**src/rtl/lif_mon_pkg.sv**
```systemverilog
// Shared types, default sizing and helpers for the LIF spike monitor.
package lif_mon_pkg;

  typedef enum logic [1:0] {
    StIdle  = 2'd0,
    StCand  = 2'd1,
    StBurst = 2'd2
  } burst_state_e;

  localparam int unsigned DefWinLog2   = 8;
  localparam int unsigned DefIsiW      = 8;
  localparam int unsigned DefFifoDepth = 4;
  localparam int unsigned DefBurstIsi  = 4;
  localparam int unsigned DefRateW     = 8;

  // Increment that sticks at max_val instead of wrapping.
  function automatic logic [31:0] sat_inc(input logic [31:0] val, input logic [31:0] max_val);
    return (val >= max_val) ? max_val : val + 32'd1;
  endfunction

endpackage

```
**src/rtl/lif_isi_fifo.sv**
```systemverilog
// Synchronous FIFO for ISI samples; push is accepted when full only if a pop happens too.
module lif_isi_fifo #(
  parameter int unsigned DEPTH = 4,
  parameter int unsigned WIDTH = 8
) (
  input  logic             clk,
  input  logic             reset,
  input  logic             push_i,
  input  logic             pop_i,
  input  logic [WIDTH-1:0] wdata_i,
  output logic [WIDTH-1:0] rdata_o,
  output logic             full_o,
  output logic             empty_o
);

  localparam int unsigned AW = (DEPTH > 1) ? $clog2(DEPTH) : 1;

  logic [WIDTH-1:0] mem_q [DEPTH];
  logic [AW-1:0]    wr_ptr_q, wr_ptr_d;
  logic [AW-1:0]    rd_ptr_q, rd_ptr_d;
  logic [AW:0]      count_q, count_d;
  logic             do_push, do_pop;

  assign full_o  = (32'(count_q) == DEPTH);
  assign empty_o = (count_q == '0);
  assign rdata_o = mem_q[rd_ptr_q];
  assign do_pop  = pop_i && !empty_o;
  assign do_push = push_i && (!full_o || do_pop);

  // Pointer and occupancy next-state; power-of-two depth makes pointers wrap naturally.
  always_comb begin
    wr_ptr_d = wr_ptr_q;
    rd_ptr_d = rd_ptr_q;
    count_d  = count_q;
    if (do_push) wr_ptr_d = wr_ptr_q + AW'(1);
    if (do_pop)  rd_ptr_d = rd_ptr_q + AW'(1);
    if (do_push && !do_pop)      count_d = count_q + (AW+1)'(1);
    else if (do_pop && !do_push) count_d = count_q - (AW+1)'(1);
  end

  // Pointer and occupancy registers.
  always_ff @(posedge clk) begin
    if (reset) begin
      wr_ptr_q <= '0;
      rd_ptr_q <= '0;
      count_q  <= '0;
    end else begin
      wr_ptr_q <= wr_ptr_d;
      rd_ptr_q <= rd_ptr_d;
      count_q  <= count_d;
    end
  end

  // Sample storage; contents are don't-care while empty so no reset is needed.
  always_ff @(posedge clk) begin
    if (do_push) mem_q[wr_ptr_q] <= wdata_i;
  end

endmodule

```
**src/rtl/lif_spike_monitor.sv**
```systemverilog
// Spike-rate, peak-potential, ISI and burst monitor for the LIF neuron core output.
module lif_spike_monitor import lif_mon_pkg::*; #(
  parameter int unsigned WIN_LOG2   = DefWinLog2,
  parameter int unsigned ISI_W      = DefIsiW,
  parameter int unsigned FIFO_DEPTH = DefFifoDepth,
  parameter int unsigned BURST_ISI  = DefBurstIsi,
  parameter int unsigned RATE_W     = DefRateW
) (
  input  logic              clk,
  input  logic              reset,
  input  logic              enable,
  input  logic              spike_in,
  input  logic [6:0]        v_mem_in,
  output logic [RATE_W-1:0] rate_out,
  output logic [6:0]        vpeak_out,
  output logic              rate_valid,
  output logic [ISI_W-1:0]  isi_data,
  output logic              isi_valid,
  input  logic              isi_ready,
  output logic              isi_overflow,
  output logic              burst_active
);

  localparam logic [31:0] IsiMax  = 32'((64'd1 << ISI_W) - 64'd1);
  localparam logic [31:0] RateMax = 32'((64'd1 << RATE_W) - 64'd1);
  localparam logic [WIN_LOG2-1:0] WinLast = '1;

  logic [ISI_W-1:0]    isi_q, isi_d;
  logic [WIN_LOG2-1:0] win_q, win_d;
  logic [RATE_W-1:0]   cnt_q, cnt_d, cnt_inc;
  logic [6:0]          peak_q, peak_d, peak_max;
  logic [RATE_W-1:0]   rate_q, rate_d;
  logic [6:0]          vpeak_q, vpeak_d;
  logic                rv_q, rv_d;
  logic                ovf_q, ovf_d;
  burst_state_e        state_q, state_d;

  logic sample_en, fifo_pop, fifo_full, fifo_empty, isi_short, isi_long;

  assign sample_en = enable && spike_in;
  assign isi_valid = !fifo_empty;
  assign fifo_pop  = isi_valid && isi_ready;
  assign isi_short = (32'(isi_q) <= BURST_ISI);
  assign isi_long  = !isi_short;

  lif_isi_fifo #(
    .DEPTH (FIFO_DEPTH),
    .WIDTH (ISI_W)
  ) u_fifo (
    .clk     (clk),
    .reset   (reset),
    .push_i  (sample_en),
    .pop_i   (fifo_pop),
    .wdata_i (isi_q),
    .rdata_o (isi_data),
    .full_o  (fifo_full),
    .empty_o (fifo_empty)
  );

  // ISI counter: the current value is the sample; a spike restarts it at 1.
  always_comb begin
    isi_d = isi_q;
    if (enable) begin
      isi_d = spike_in ? ISI_W'(1) : ISI_W'(sat_inc(32'(isi_q), IsiMax));
    end
  end

  // Sticky overflow when a sample meets a full FIFO that is not draining this cycle.
  always_comb begin
    ovf_d = ovf_q | (sample_en && fifo_full && !fifo_pop);
  end

  // Window accumulators; the last cycle's spike and v_mem are folded into the published result.
  always_comb begin
    cnt_inc  = spike_in ? RATE_W'(sat_inc(32'(cnt_q), RateMax)) : cnt_q;
    peak_max = (v_mem_in > peak_q) ? v_mem_in : peak_q;
    win_d    = win_q;
    cnt_d    = cnt_q;
    peak_d   = peak_q;
    rate_d   = rate_q;
    vpeak_d  = vpeak_q;
    rv_d     = 1'b0;
    if (enable) begin
      if (win_q == WinLast) begin
        rate_d  = cnt_inc;
        vpeak_d = peak_max;
        rv_d    = 1'b1;
        win_d   = '0;
        cnt_d   = '0;
        peak_d  = '0;
      end else begin
        win_d  = win_q + WIN_LOG2'(1);
        cnt_d  = cnt_inc;
        peak_d = peak_max;
      end
    end
  end

  // Burst FSM next state: moves on enabled spikes, times out once the ISI grows past the threshold.
  always_comb begin
    state_d = state_q;
    if (enable) begin
      if (spike_in) begin
        case (state_q)
          StIdle:  state_d = isi_short ? StCand : StIdle;
          StCand:  state_d = isi_short ? StBurst : StIdle;
          StBurst: state_d = isi_short ? StBurst : StIdle;
          default: state_d = StIdle;
        endcase
      end else if (state_q != StIdle && isi_long) begin
        state_d = StIdle;
      end
    end
  end

  // State registers.
  always_ff @(posedge clk) begin
    if (reset) begin
      isi_q   <= '0;
      win_q   <= '0;
      cnt_q   <= '0;
      peak_q  <= '0;
      rate_q  <= '0;
      vpeak_q <= '0;
      rv_q    <= 1'b0;
      ovf_q   <= 1'b0;
      state_q <= StIdle;
    end else begin
      isi_q   <= isi_d;
      win_q   <= win_d;
      cnt_q   <= cnt_d;
      peak_q  <= peak_d;
      rate_q  <= rate_d;
      vpeak_q <= vpeak_d;
      rv_q    <= rv_d;
      ovf_q   <= ovf_d;
      state_q <= state_d;
    end
  end

  assign rate_out     = rate_q;
  assign vpeak_out    = vpeak_q;
  assign rate_valid   = rv_q;
  assign isi_overflow = ovf_q;
  assign burst_active = (state_q == StBurst);

endmodule

```
**config.mk**
```make
export PLATFORM = sky130hd
export DESIGN_NAME = lif_spike_monitor
export DESIGN_NICKNAME = d
export VERILOG_FILES = /design/src/rtl/lif_mon_pkg.sv /design/src/rtl/lif_isi_fifo.sv /design/src/rtl/lif_spike_monitor.sv
export SDC_FILE = /design/constraint.sdc
export NUM_CORES = 1
export LEC_CHECK = 0
export CORE_ASPECT_RATIO = 2
export CORE_MARGIN = 2
export CORE_UTILIZATION = 60
export DETAILED_ROUTE_END_ITERATION = 8
export PLACE_DENSITY = 0.8
export SKIP_CTS_REPAIR_TIMING = 1
export SYNTH_ARGS = -nofsm -noshare
export SYNTH_HDL_FRONTEND = slang
export SYNTH_SLANG_ARGS = --single-unit
```
**constraint.sdc**
```tcl
create_clock -name clk -period 3.9 [get_ports clk]
set_clock_uncertainty 0.1 [all_clocks]
set_input_delay 0.78 -clock clk [delete_from_list [all_inputs] [get_ports clk]]
set_output_delay 0.78 -clock clk [all_outputs]
set_load 0.01 [all_outputs]
```
==> results.toml <==
[job]
maxCapViolCount = 0

[floorplanning]
start_util_pct = 61.9
core_um2 = 6570
rows = 42
dieArea_um2 = 7490
ios = 39
chipWidth_um = 62.2
die_y_um = 120

[timing]
fin_tns_setup_ps = 0
worst_pin_slew_ps = 636
rsz0062_at_grt = "false"
setup_violations = 0
hold_ws_ps = 358
period_needed_ps = 2950
final_hold_viol_count = 0
post-route-period-util_pct = 75.6
slew_headroom_pct = 57.0
max_freq_mhz = 339
slew_violations = 0

[cells_and_area]
layout_commonest_cell = "dfxtp_1"
fill_cells = 473
final_area_um2 = 4830
layout.nets = 446
diodes = 0
post-route-util_pct = 73.5
instances_no_fill = 507
final_cell_mix = "59 x dfxtp_1, 39 x nor2_1, 38 x clkdlybuf4s50_1"
area_growth_pct = 18.7
layout-drive-gt1-share_pct = 9.55

[logic_synthesis]
ys_async_sr_fraction_pct = 0
yosysWarnings = 0
synthesis.nets = 410
synth-seq-cells = 91
yosysSeqAreaShare_pct = 52.7
netlist-cell-type-count = 52
ys.flop_type = "dfxtp_1"
netlist_area_um2 = 4070
synth_edf_count = 32
synthCells = 378
syn_avg_cell_area_um2 = 10.8

[critical_path]
required_ps = 3020
start_kind = "flop"
endpoint_kind = "primary output"
cp_max_fo = 8
critPathArrivalTime_ps = 2070
r2r_cells = 8
crit_type = "reg2out"

[power_and_ir_drop]
power-per-cell-area_nw_per_um2 = 482
power.leakage_nw = 1.77
ir_drop_v = 0.000383

[routing]
drc = 0
routedWlPerCell_um = 15.7
vias = 2949
drtIter0Drc = 76
routed_wl_mm = 7.94
first_pass_iters = 4
drtAntennaViolNets = 0
via_per_inst = 5.82

[run_status]
status = "finished clean"

[cts]
cts-buffers-inserted = 9
clock-sinks = 91
ctsLongestPathBuffers = 2
clk_latency_ps = 340
root_buffer = "clkbuf_16"
clk_pin_slew_ps = 60
htreeDepth = 3
cts_tree = "done"

[grt]
grt_first_pass_wirelength_mm = 13.3
grt_pass1_vias = 2927
grt_start_max_net_pins = 43
antenna_found_initial = 0
overflow = 0
grt_use_total_pct = 22.8

[placement]
place_hpwl_mm = 5.79
port_buffers = 38
routabilityCongestion = 0.849
placed_cell_area_um2 = 4510
place_inst = 491

[worst_hold_path]
hold_path.class = "reg2reg"
hold_depth = 2
## synthesized netlist by cell type (5+ instances only)
cell / count / area share [%]
a21oi_1: 23 / 2.8
a22oi_1: 7 / 1.3
o21ai_1: 8 / 0.98
inv_1: 19 / 1.8
dfxtp_1: 59 / 29
nand2_1: 21 / 1.9
clkbuf_1: 9 / 0.83
a22o_1: 6 / 1.3
nor2_1: 39 / 3.6
mux2i_1: 11 / 2.7
nor3_1: 6 / 0.74
o21ai_0: 8 / 0.98
buf_2: 5 / 0.62
nand3_1: 19 / 2.3
edfxtp_1: 32 / 24
nand4_1: 9 / 1.4
or3_1: 5 / 0.77
ha_1: 19 / 5.8
xor2_1: 9 / 1.9
mux4_2: 8 / 4.4
## registers in the layout, summed over array words and instances (netlist names), named ones only
name             count
win_q                8
vpeak_out            7
u_fifo.count_q       3
state_q              2
rate_out             8
rate_valid           1
u_fifo.rd_ptr_q      2
isi_q                8
u_fifo.mem_q        32
cnt_q                8
u_fifo.wr_ptr_q      2
isi_overflow         1
peak_q               7
## final timing paths
kind,from,end,slack (ps)
worst max-delay path,flop,isi_data[1],950
worst max register to register,u_fifo.count_q[0],u_fifo.count_q[2],1530
worst min register to register,vpeak_out[6],vpeak_out[6],360
worst min-delay path,vpeak_out[6],vpeak_out[6],360
## per-stage QoR
step / worst slack, ps / total power [W]
6_report: 951 / 0.00233
5_1_grt: 831 / 0.00242
4_1_cts: 906 / 0.00235
3_5_place_dp: 684 / 0.00144
3_3_place_gp: 771 / 0.00143
2_1_floorplan: 1190 / 0.00131
## final cells by class
class / instances / area, um2 / share of cell area, %
clock buffers: 11 / 243 / 5.03
inverters: 20 / 80.1 / 1.66
clock inverters: 5 / 76.3 / 1.58
multi-input cells: 250 / 1770 / 36.6
repair buffers: 42 / 410 / 8.50
flip-flops and latches: 91 / 2140 / 44.4
well taps: 88 / 110 / 2.28
## cell families (layout without fill, tap and decap cells)
group	count (synthesis)	in the layout	synth area share (%)
AOI/OAI and AO/OA	79	79	12.8
xor gates and xnor gates	11	11	2.37
adders and majority gates	20	20	6.34
buffers and inverters	37	78	3.88
DFF	91	91	52.7
muxes	21	21	7.69
and+or+nand+nor	119	119	14.3
## critical path, stage by stage, from the launching register on
cell             delay (ps)
dfxtp_1                 670
mux4_2                  580
clkdlybuf4s50_1         490
## power by group
group	switching [W]	leakage (nW)	internal, W	total (W)
Clock	0.000335	0.153	0.000575	0.000910
Sequential	0.0000507	0.792	0.00103	0.00108
Combinational	0.000157	0.824	0.000184	0.000341
## routing by layer
layer	global-route usage, %	wire, um	vias to the layer above
met5	0	0	-
met4	9.03	174	0
met3	5.21	242	14
met2	45.9	4660	67
met1	21.5	2860	1420
li1	-	-	1448
Note: power is estimated with default switching activity, not from simulation.
